$ cat config.mk
export PLATFORM = sky130hd
export DESIGN_NAME = logic_unit_rr_arbiter_flat
export DESIGN_NICKNAME = d
export VERILOG_FILES = /design/src/rtl/logic_unit_rr_arbiter_if.sv /design/src/rtl/logic_unit_rr_arbiter.sv /design/src/flat_wrapper.sv
export SDC_FILE = /design/constraint.sdc
export NUM_CORES = 1
export LEC_CHECK = 0
export ABC_AREA = 1
export CAP_MARGIN = 20
export CORE_MARGIN = 2
export CORE_UTILIZATION = 45
export CTS_CLUSTER_SIZE = 40
export DETAILED_ROUTE_END_ITERATION = 8
export GPL_ROUTABILITY_DRIVEN = 0
export GPL_TIMING_DRIVEN = 0
export PLACE_DENSITY = 0.85
export SLEW_MARGIN = 10
export SYNTH_ARGS = -nofsm -noshare
export SYNTH_HDL_FRONTEND = slang
export SYNTH_SLANG_ARGS = --single-unit
$ cat constraint.sdc
create_clock -name clk -period 8.82 [get_ports clk]
set_clock_uncertainty 0.05 [all_clocks]
set_input_delay 1.764 -clock clk [delete_from_list [all_inputs] [get_ports clk]]
set_output_delay 1.764 -clock clk [all_outputs]
set_load 0.02 [all_outputs]
$ cat src/rtl/logic_unit_rr_arbiter_if.sv
// Request/response bundle for the shared logic-unit arbiter.
// The slave side is the arbiter; the master side drives requests and consumes results.
interface logic_unit_rr_arbiter_if #(
    parameter int NUM_REQ = 4,
    parameter int WIDTH   = 32
);
    localparam int ID_W = (NUM_REQ > 1) ? $clog2(NUM_REQ) : 1;

    logic [NUM_REQ-1:0]       req_valid;
    logic [NUM_REQ-1:0]       req_ready;
    logic [2*NUM_REQ-1:0]     req_op;
    logic [WIDTH*NUM_REQ-1:0] req_a;
    logic [WIDTH*NUM_REQ-1:0] req_b;
    logic                     rsp_valid;
    logic                     rsp_ready;
    logic [ID_W-1:0]          rsp_id;
    logic [WIDTH-1:0]         rsp_result;

    modport master (
        output req_valid, req_op, req_a, req_b, rsp_ready,
        input  req_ready, rsp_valid, rsp_id, rsp_result
    );

    modport slave (
        input  req_valid, req_op, req_a, req_b, rsp_ready,
        output req_ready, rsp_valid, rsp_id, rsp_result
    );
endinterface

$ cat src/rtl/logic_unit_rr_arbiter.sv
// Round-robin arbiter sharing one bitwise AND/OR/XOR/NOR unit between NUM_REQ
// requesters, with a registered result and one operation in flight.
module logic_unit_rr_arbiter #(
    parameter int NUM_REQ = 4,
    parameter int WIDTH   = 32
) (
    input logic                     clk,
    input logic                     reset,
    logic_unit_rr_arbiter_if.slave  bus
);
    localparam int ID_W = (NUM_REQ > 1) ? $clog2(NUM_REQ) : 1;

    typedef enum logic [0:0] {
        IDLE = 1'b0,
        RESP = 1'b1
    } state_t;

    state_t             state_r;
    logic [ID_W-1:0]    rr_ptr_r;
    logic               rsp_valid_r;
    logic [ID_W-1:0]    rsp_id_r;
    logic [WIDTH-1:0]   rsp_result_r;

    logic               can_accept_s;
    logic               grant_valid_s;
    logic [ID_W-1:0]    grant_idx_s;
    logic [NUM_REQ-1:0] ready_s;
    logic               transfer_s;
    logic [1:0]         sel_op_s;
    logic [WIDTH-1:0]   sel_a_s;
    logic [WIDTH-1:0]   sel_b_s;

    function automatic logic [ID_W-1:0] wrap_idx(input logic [ID_W-1:0] base, input int unsigned ofs);
        logic [ID_W:0] sum;
        sum = {1'b0, base} + (ID_W+1)'(ofs);
        if (sum >= (ID_W+1)'(NUM_REQ)) begin
            sum = sum - (ID_W+1)'(NUM_REQ);
        end else begin
            sum = sum;
        end
        return sum[ID_W-1:0];
    endfunction

    function automatic logic [WIDTH-1:0] logic_op(input logic [1:0] op, input logic [WIDTH-1:0] a,
                                                  input logic [WIDTH-1:0] b);
        case (op)
            2'b00:   return a & b;
            2'b01:   return a | b;
            2'b10:   return a ^ b;
            2'b11:   return ~(a | b);
            default: return {WIDTH{1'b0}};
        endcase
    endfunction

    assign can_accept_s = (state_r == IDLE) || bus.rsp_ready;

    // Pick the first valid requester at or after rr_ptr, wrapping upward
    always_comb begin
        grant_valid_s = 1'b0;
        grant_idx_s   = '0;
        for (int k = 0; k < NUM_REQ; k++) begin
            if (!grant_valid_s && bus.req_valid[wrap_idx(rr_ptr_r, k)]) begin
                grant_valid_s = 1'b1;
                grant_idx_s   = wrap_idx(rr_ptr_r, k);
            end else begin
                grant_valid_s = grant_valid_s;
            end
        end
    end

    // One-hot accept, suppressed during reset and under backpressure
    always_comb begin
        ready_s = '0;
        if (!reset && can_accept_s && grant_valid_s) begin
            ready_s[grant_idx_s] = 1'b1;
        end else begin
            ready_s = '0;
        end
    end

    assign transfer_s = |(ready_s & bus.req_valid);

    // Operand/op mux for the granted requester
    always_comb begin
        sel_op_s = 2'b00;
        sel_a_s  = '0;
        sel_b_s  = '0;
        for (int k = 0; k < NUM_REQ; k++) begin
            if (grant_idx_s == ID_W'(k)) begin
                sel_op_s = bus.req_op[2*k +: 2];
                sel_a_s  = bus.req_a[WIDTH*k +: WIDTH];
                sel_b_s  = bus.req_b[WIDTH*k +: WIDTH];
            end else begin
                sel_op_s = sel_op_s;
            end
        end
    end

    // Response FSM: a transfer always (re)loads the result, even back-to-back
    always_ff @(posedge clk) begin
        if (reset) begin
            state_r      <= IDLE;
            rr_ptr_r     <= '0;
            rsp_valid_r  <= 1'b0;
            rsp_id_r     <= '0;
            rsp_result_r <= '0;
        end else begin
            case (state_r)
                IDLE, RESP: begin
                    if (transfer_s) begin
                        state_r      <= RESP;
                        rsp_valid_r  <= 1'b1;
                        rsp_id_r     <= grant_idx_s;
                        rsp_result_r <= logic_op(sel_op_s, sel_a_s, sel_b_s);
                        rr_ptr_r     <= wrap_idx(grant_idx_s, 1);
                    end else if (state_r == RESP && bus.rsp_ready) begin
                        state_r     <= IDLE;
                        rsp_valid_r <= 1'b0;
                    end else begin
                        state_r <= state_r;
                    end
                end
                default: begin
                    state_r     <= IDLE;
                    rsp_valid_r <= 1'b0;
                end
            endcase
        end
    end

    assign bus.req_ready  = ready_s;
    assign bus.rsp_valid  = rsp_valid_r;
    assign bus.rsp_id     = rsp_id_r;
    assign bus.rsp_result = rsp_result_r;
endmodule

$ cat src/flat_wrapper.sv
// flat-port wrapper written by rule: the top's interface ports become plain ports
module logic_unit_rr_arbiter_flat 
#(
    parameter int NUM_REQ = 4,
    parameter int WIDTH   = 32
)
  (clk, reset, bus_req_valid, bus_req_op, bus_req_a, bus_req_b, bus_rsp_ready, bus_req_ready, bus_rsp_valid, bus_rsp_id, bus_rsp_result);
  logic_unit_rr_arbiter_if #(.NUM_REQ(NUM_REQ), .WIDTH(WIDTH)) bus_i ();
  input logic clk;
  input logic reset;
  input wire logic [$bits(bus_i.req_valid)-1:0] bus_req_valid;
  input wire logic [$bits(bus_i.req_op)-1:0] bus_req_op;
  input wire logic [$bits(bus_i.req_a)-1:0] bus_req_a;
  input wire logic [$bits(bus_i.req_b)-1:0] bus_req_b;
  input wire logic [$bits(bus_i.rsp_ready)-1:0] bus_rsp_ready;
  output wire logic [$bits(bus_i.req_ready)-1:0] bus_req_ready;
  output wire logic [$bits(bus_i.rsp_valid)-1:0] bus_rsp_valid;
  output wire logic [$bits(bus_i.rsp_id)-1:0] bus_rsp_id;
  output wire logic [$bits(bus_i.rsp_result)-1:0] bus_rsp_result;
  assign bus_i.req_valid = bus_req_valid;
  assign bus_i.req_op = bus_req_op;
  assign bus_i.req_a = bus_req_a;
  assign bus_i.req_b = bus_req_b;
  assign bus_i.rsp_ready = bus_rsp_ready;
  assign bus_req_ready = bus_i.req_ready;
  assign bus_rsp_valid = bus_i.rsp_valid;
  assign bus_rsp_id = bus_i.rsp_id;
  assign bus_rsp_result = bus_i.rsp_result;
  logic_unit_rr_arbiter #(.NUM_REQ(NUM_REQ), .WIDTH(WIDTH)) u_core (.clk(clk), .reset(reset), .bus(bus_i));
endmodule
==> impl_metrics.ini <==
[status]
run_status = complete, no violations

[timing]
rsz0062_at_grt = no
drv_slew = 0
tightest_slew_ns = 0.8525
final-setup-viol-count = 0
slew-limit-headroom_pct = 43.17
setup_total_negative_slack_ns = 0
maximum_clock_frequency_mhz = 139.9
finalHoldViolCount = 0
period_needed_ns = 7.146
finalCritPeriodShare_pct = 81.02

[detailed_routing]
avg_wl_per_cell_um = 16.91
drt_iter0_drc = 820
detail_route.wirelength_um = 27220
drtPass1Iterations = 6
ant_nets = 0
post_drt_via_cell_ratio = 5.358
dr_drc_count = 0
vias = 8626

[floorplan]
row_count = 42
placeableCoreArea_um2 = 13240
dieArea_um2 = 14460
dieWidth_um = 120.3
chipHeight_um = 120.3
boundaryPins = 310
initial_core_util_pct = 45.93

[yosys]
synth-compound-area-share_pct = 24.73
synth.top_cells.by_area = sky130_fd_sc_hd__nand2_1, sky130_fd_sc_hd__ha_1, sky130_fd_sc_hd__dfxtp_1
syn_nets = 1456
synth_seq_cells = 37
main_combinational_cell_family_by_area_after_synthesis = simple AND/OR/NAND/NOR gates
synth-adder-area-share_pct = 13.99
mappedNetlistArea_um2 = 6082
yosys.cell_types.count = 27
synthesis.instances = 1117
synth_top_area_share_pct = 18.02
synth_top_cell_by_area = sky130_fd_sc_hd__nand2_1
synth_mux_area_share_pct = 0
synth_sequential_area_ratio_pct = 12.18
synth_warnings = 0
avgSynthCellArea_um2 = 5.445
yosys.area_share.simple_pct = 34.46
xor_xnor_share_of_the_synthesized_area_pct = 0

[layout]
fraction_of_layout_instances_using_a_drive_strength_above_1_pct = 2.510
nets = 1772
syn_to_final_growth_pct = 56.82
diodes = 0
nFillCells = 1227
finish.cell_count_without_fillers = 1610

[setup_path]
worstPathArrival_ns = 5.33
timing.critical_path.fanout_max = 10
critical_path_class = in -> out
worstSetupStartpointType = input port
crit_required_ns = 7.01
crit_path_capture_type = output pin

[global_route]
global_route_wire_length_before_repair_um = 41050
number_of_antenna_violations_at_the_first_check_in_global_routing = 0
grt_pass1_vias = 8091
grt_ovf = 0
maximum_number_of_pins_on_one_net_before_global_route_repair = 13
grt_use_total_pct = 36.37

[flow_run]
max_cap_violations = 0

[cts]
cts.root.buffer_cell = sky130_fd_sc_hd__clkbuf_16
postCtsSetupRepairBufs = 0
cts_tree = done
cts_hold_repair.buffers = 0
postCtsResizedCells = 0
cts.clk_slew.worst_paths_ns = 0.06
clock_tree.htree_level_count = 2
cts.sinks = 37
cts-buffers-inserted = 5
cts-root-to-sink-buffers = 2
clk-insertion-delay-late_ns = 0.29

[place]
place.detailed.instances = 1602
io_buffers = 309
detailedPlacementHpwl_um = 21970

[min_path]
worst_min_delay_path_class = reg -> reg
-- worst max-delay path: stages --
cell and delay [ns]:
sky130_fd_sc_hd__clkdlybuf4s50_1 0.54, sky130_fd_sc_hd__inv_1 0.06, sky130_fd_sc_hd__nand2_1 0.08, sky130_fd_sc_hd__nand2_1 0.06, sky130_fd_sc_hd__o21a_1 0.21, sky130_fd_sc_hd__nor3_1 0.21, sky130_fd_sc_hd__nor2_1 0.06, sky130_fd_sc_hd__nand2_1 0.06
sky130_fd_sc_hd__nand2_1 0.12, sky130_fd_sc_hd__ha_1 0.30, sky130_fd_sc_hd__inv_1 0.12, sky130_fd_sc_hd__clkbuf_1 0.60, sky130_fd_sc_hd__buf_1 0.47, sky130_fd_sc_hd__nor2_1 0.10, sky130_fd_sc_hd__clkdlybuf4s50_1 0.57
-- per-stage QoR --
stage	instance area (um2)	hold slack (ns)	utilization, %	worst slack, ns
final	9538	0.4485	72.02	1.674
after CTS	9538	0.4400	72.02	1.726
after global routing	9538	0.4669	72.02	1.421
after floorplan	6082	0.4957	-	3.428
after detailed placement	9395	0.4325	70.95	1.732
after global placement	9395	0.4185	70.95	1.773
-- routing by layer --
layer  vias to the layer above  routed length, um  track usage, %
li1                       4194                  -               -
met1                      3774              10310           43.42
met2                       555              12820           63.00
met3                       103               2643           6.085
met4                         0               1448           18.02
met5                         -                  0               0
-- final cells by class --
class | instances | area (um2) | area share (%)
Sequential cell | 37 | 740.7 | 7.766
Inverter | 145 | 546.8 | 5.733
Buffer | 80 | 344.1 | 3.608
Tap cell | 176 | 220.2 | 2.309
Multi-Input combinational cell | 855 | 4451 | 46.66
Timing Repair Buffer | 309 | 3093 | 32.43
Clock buffer | 5 | 125.1 | 1.312
Clock inverter | 3 | 17.52 | 0.1837
-- cell usage after synthesis --
| cell type | instances |
|---|---|
| sky130_fd_sc_hd__buf_1 | 12 |
| sky130_fd_sc_hd__ha_1 | 68 |
| sky130_fd_sc_hd__a22oi_1 | 33 |
| sky130_fd_sc_hd__nor2_4 | 2 |
| sky130_fd_sc_hd__buf_2 | 14 |
| sky130_fd_sc_hd__clkbuf_1 | 50 |
| sky130_fd_sc_hd__nand3_1 | 70 |
| sky130_fd_sc_hd__inv_2 | 2 |
| sky130_fd_sc_hd__nor3_1 | 3 |
| sky130_fd_sc_hd__o21ai_1 | 14 |
| sky130_fd_sc_hd__nor2_1 | 140 |
| sky130_fd_sc_hd__o21a_1 | 33 |
| sky130_fd_sc_hd__nand4_1 | 6 |
| sky130_fd_sc_hd__clkinv_1 | 2 |
| sky130_fd_sc_hd__buf_6 | 3 |
| sky130_fd_sc_hd__inv_4 | 1 |
| sky130_fd_sc_hd__inv_1 | 140 |
| sky130_fd_sc_hd__nand2_2 | 4 |
| sky130_fd_sc_hd__o21ai_0 | 84 |
| sky130_fd_sc_hd__dfxtp_1 | 37 |
| sky130_fd_sc_hd__and2_1 | 1 |
| sky130_fd_sc_hd__buf_4 | 1 |
| sky130_fd_sc_hd__nand2_1 | 292 |
| sky130_fd_sc_hd__o211ai_1 | 1 |
| sky130_fd_sc_hd__nand3_2 | 1 |
| sky130_fd_sc_hd__a21oi_1 | 102 |
| sky130_fd_sc_hd__nand3b_1 | 1 |
-- registers in the layout, indices dropped and copies added, names as in the netlist --
| name | flops |
|---|---|
| u_core.bus.rsp_id | 2 |
| u_core.bus.rsp_result | 32 |
| u_core.rr_ptr_r | 2 |
| u_core.state_r | 1 |
-- final timing paths --
| check | startpoint | to | slack (ns) | depth (start not counted) |
|---|---|---|---|---|
| setup / recovery | bus_req_valid[0] | bus_req_ready[2] | 1.67 | 15 |
| hold reg to reg | u_core.state_r | u_core.state_r | 0.45 | 2 |
| setup reg to reg | u_core.rr_ptr_r[0] | u_core.bus.rsp_result[2] | 3.91 | 23 |
| hold / removal | u_core.state_r | u_core.state_r | 0.45 | 2 |
-- cells in the final DEF, fill, tap and decap left out, types with 3 or more instances in the layout --
master and count:
sky130_fd_sc_hd__clkdlybuf4s50_1 309, sky130_fd_sc_hd__nand2_1 292, sky130_fd_sc_hd__inv_1 140, sky130_fd_sc_hd__nor2_1 140, sky130_fd_sc_hd__a21oi_1 102, sky130_fd_sc_hd__o21ai_0 84
sky130_fd_sc_hd__nand3_1 70, sky130_fd_sc_hd__ha_1 68, sky130_fd_sc_hd__clkbuf_1 50, sky130_fd_sc_hd__dfxtp_1 37, sky130_fd_sc_hd__o21a_1 33, sky130_fd_sc_hd__a22oi_1 33
sky130_fd_sc_hd__buf_2 14, sky130_fd_sc_hd__o21ai_1 14, sky130_fd_sc_hd__buf_1 12, sky130_fd_sc_hd__nand4_1 6, sky130_fd_sc_hd__clkbuf_16 5, sky130_fd_sc_hd__nand2_2 4
sky130_fd_sc_hd__buf_6 3, sky130_fd_sc_hd__nor3_1 3
-- kinds of logic (layout without fill, tap and decap cells) --
group	after synthesis	after routing
simple gates	520	520
compound gates	267	267
buf+inv	225	542
fa+ha+maj	68	68
flops	37	37
Power is left out: the tool's default activity adds up to more than one toggle a clock period on the data nets, which glitch-free logic cannot reach.
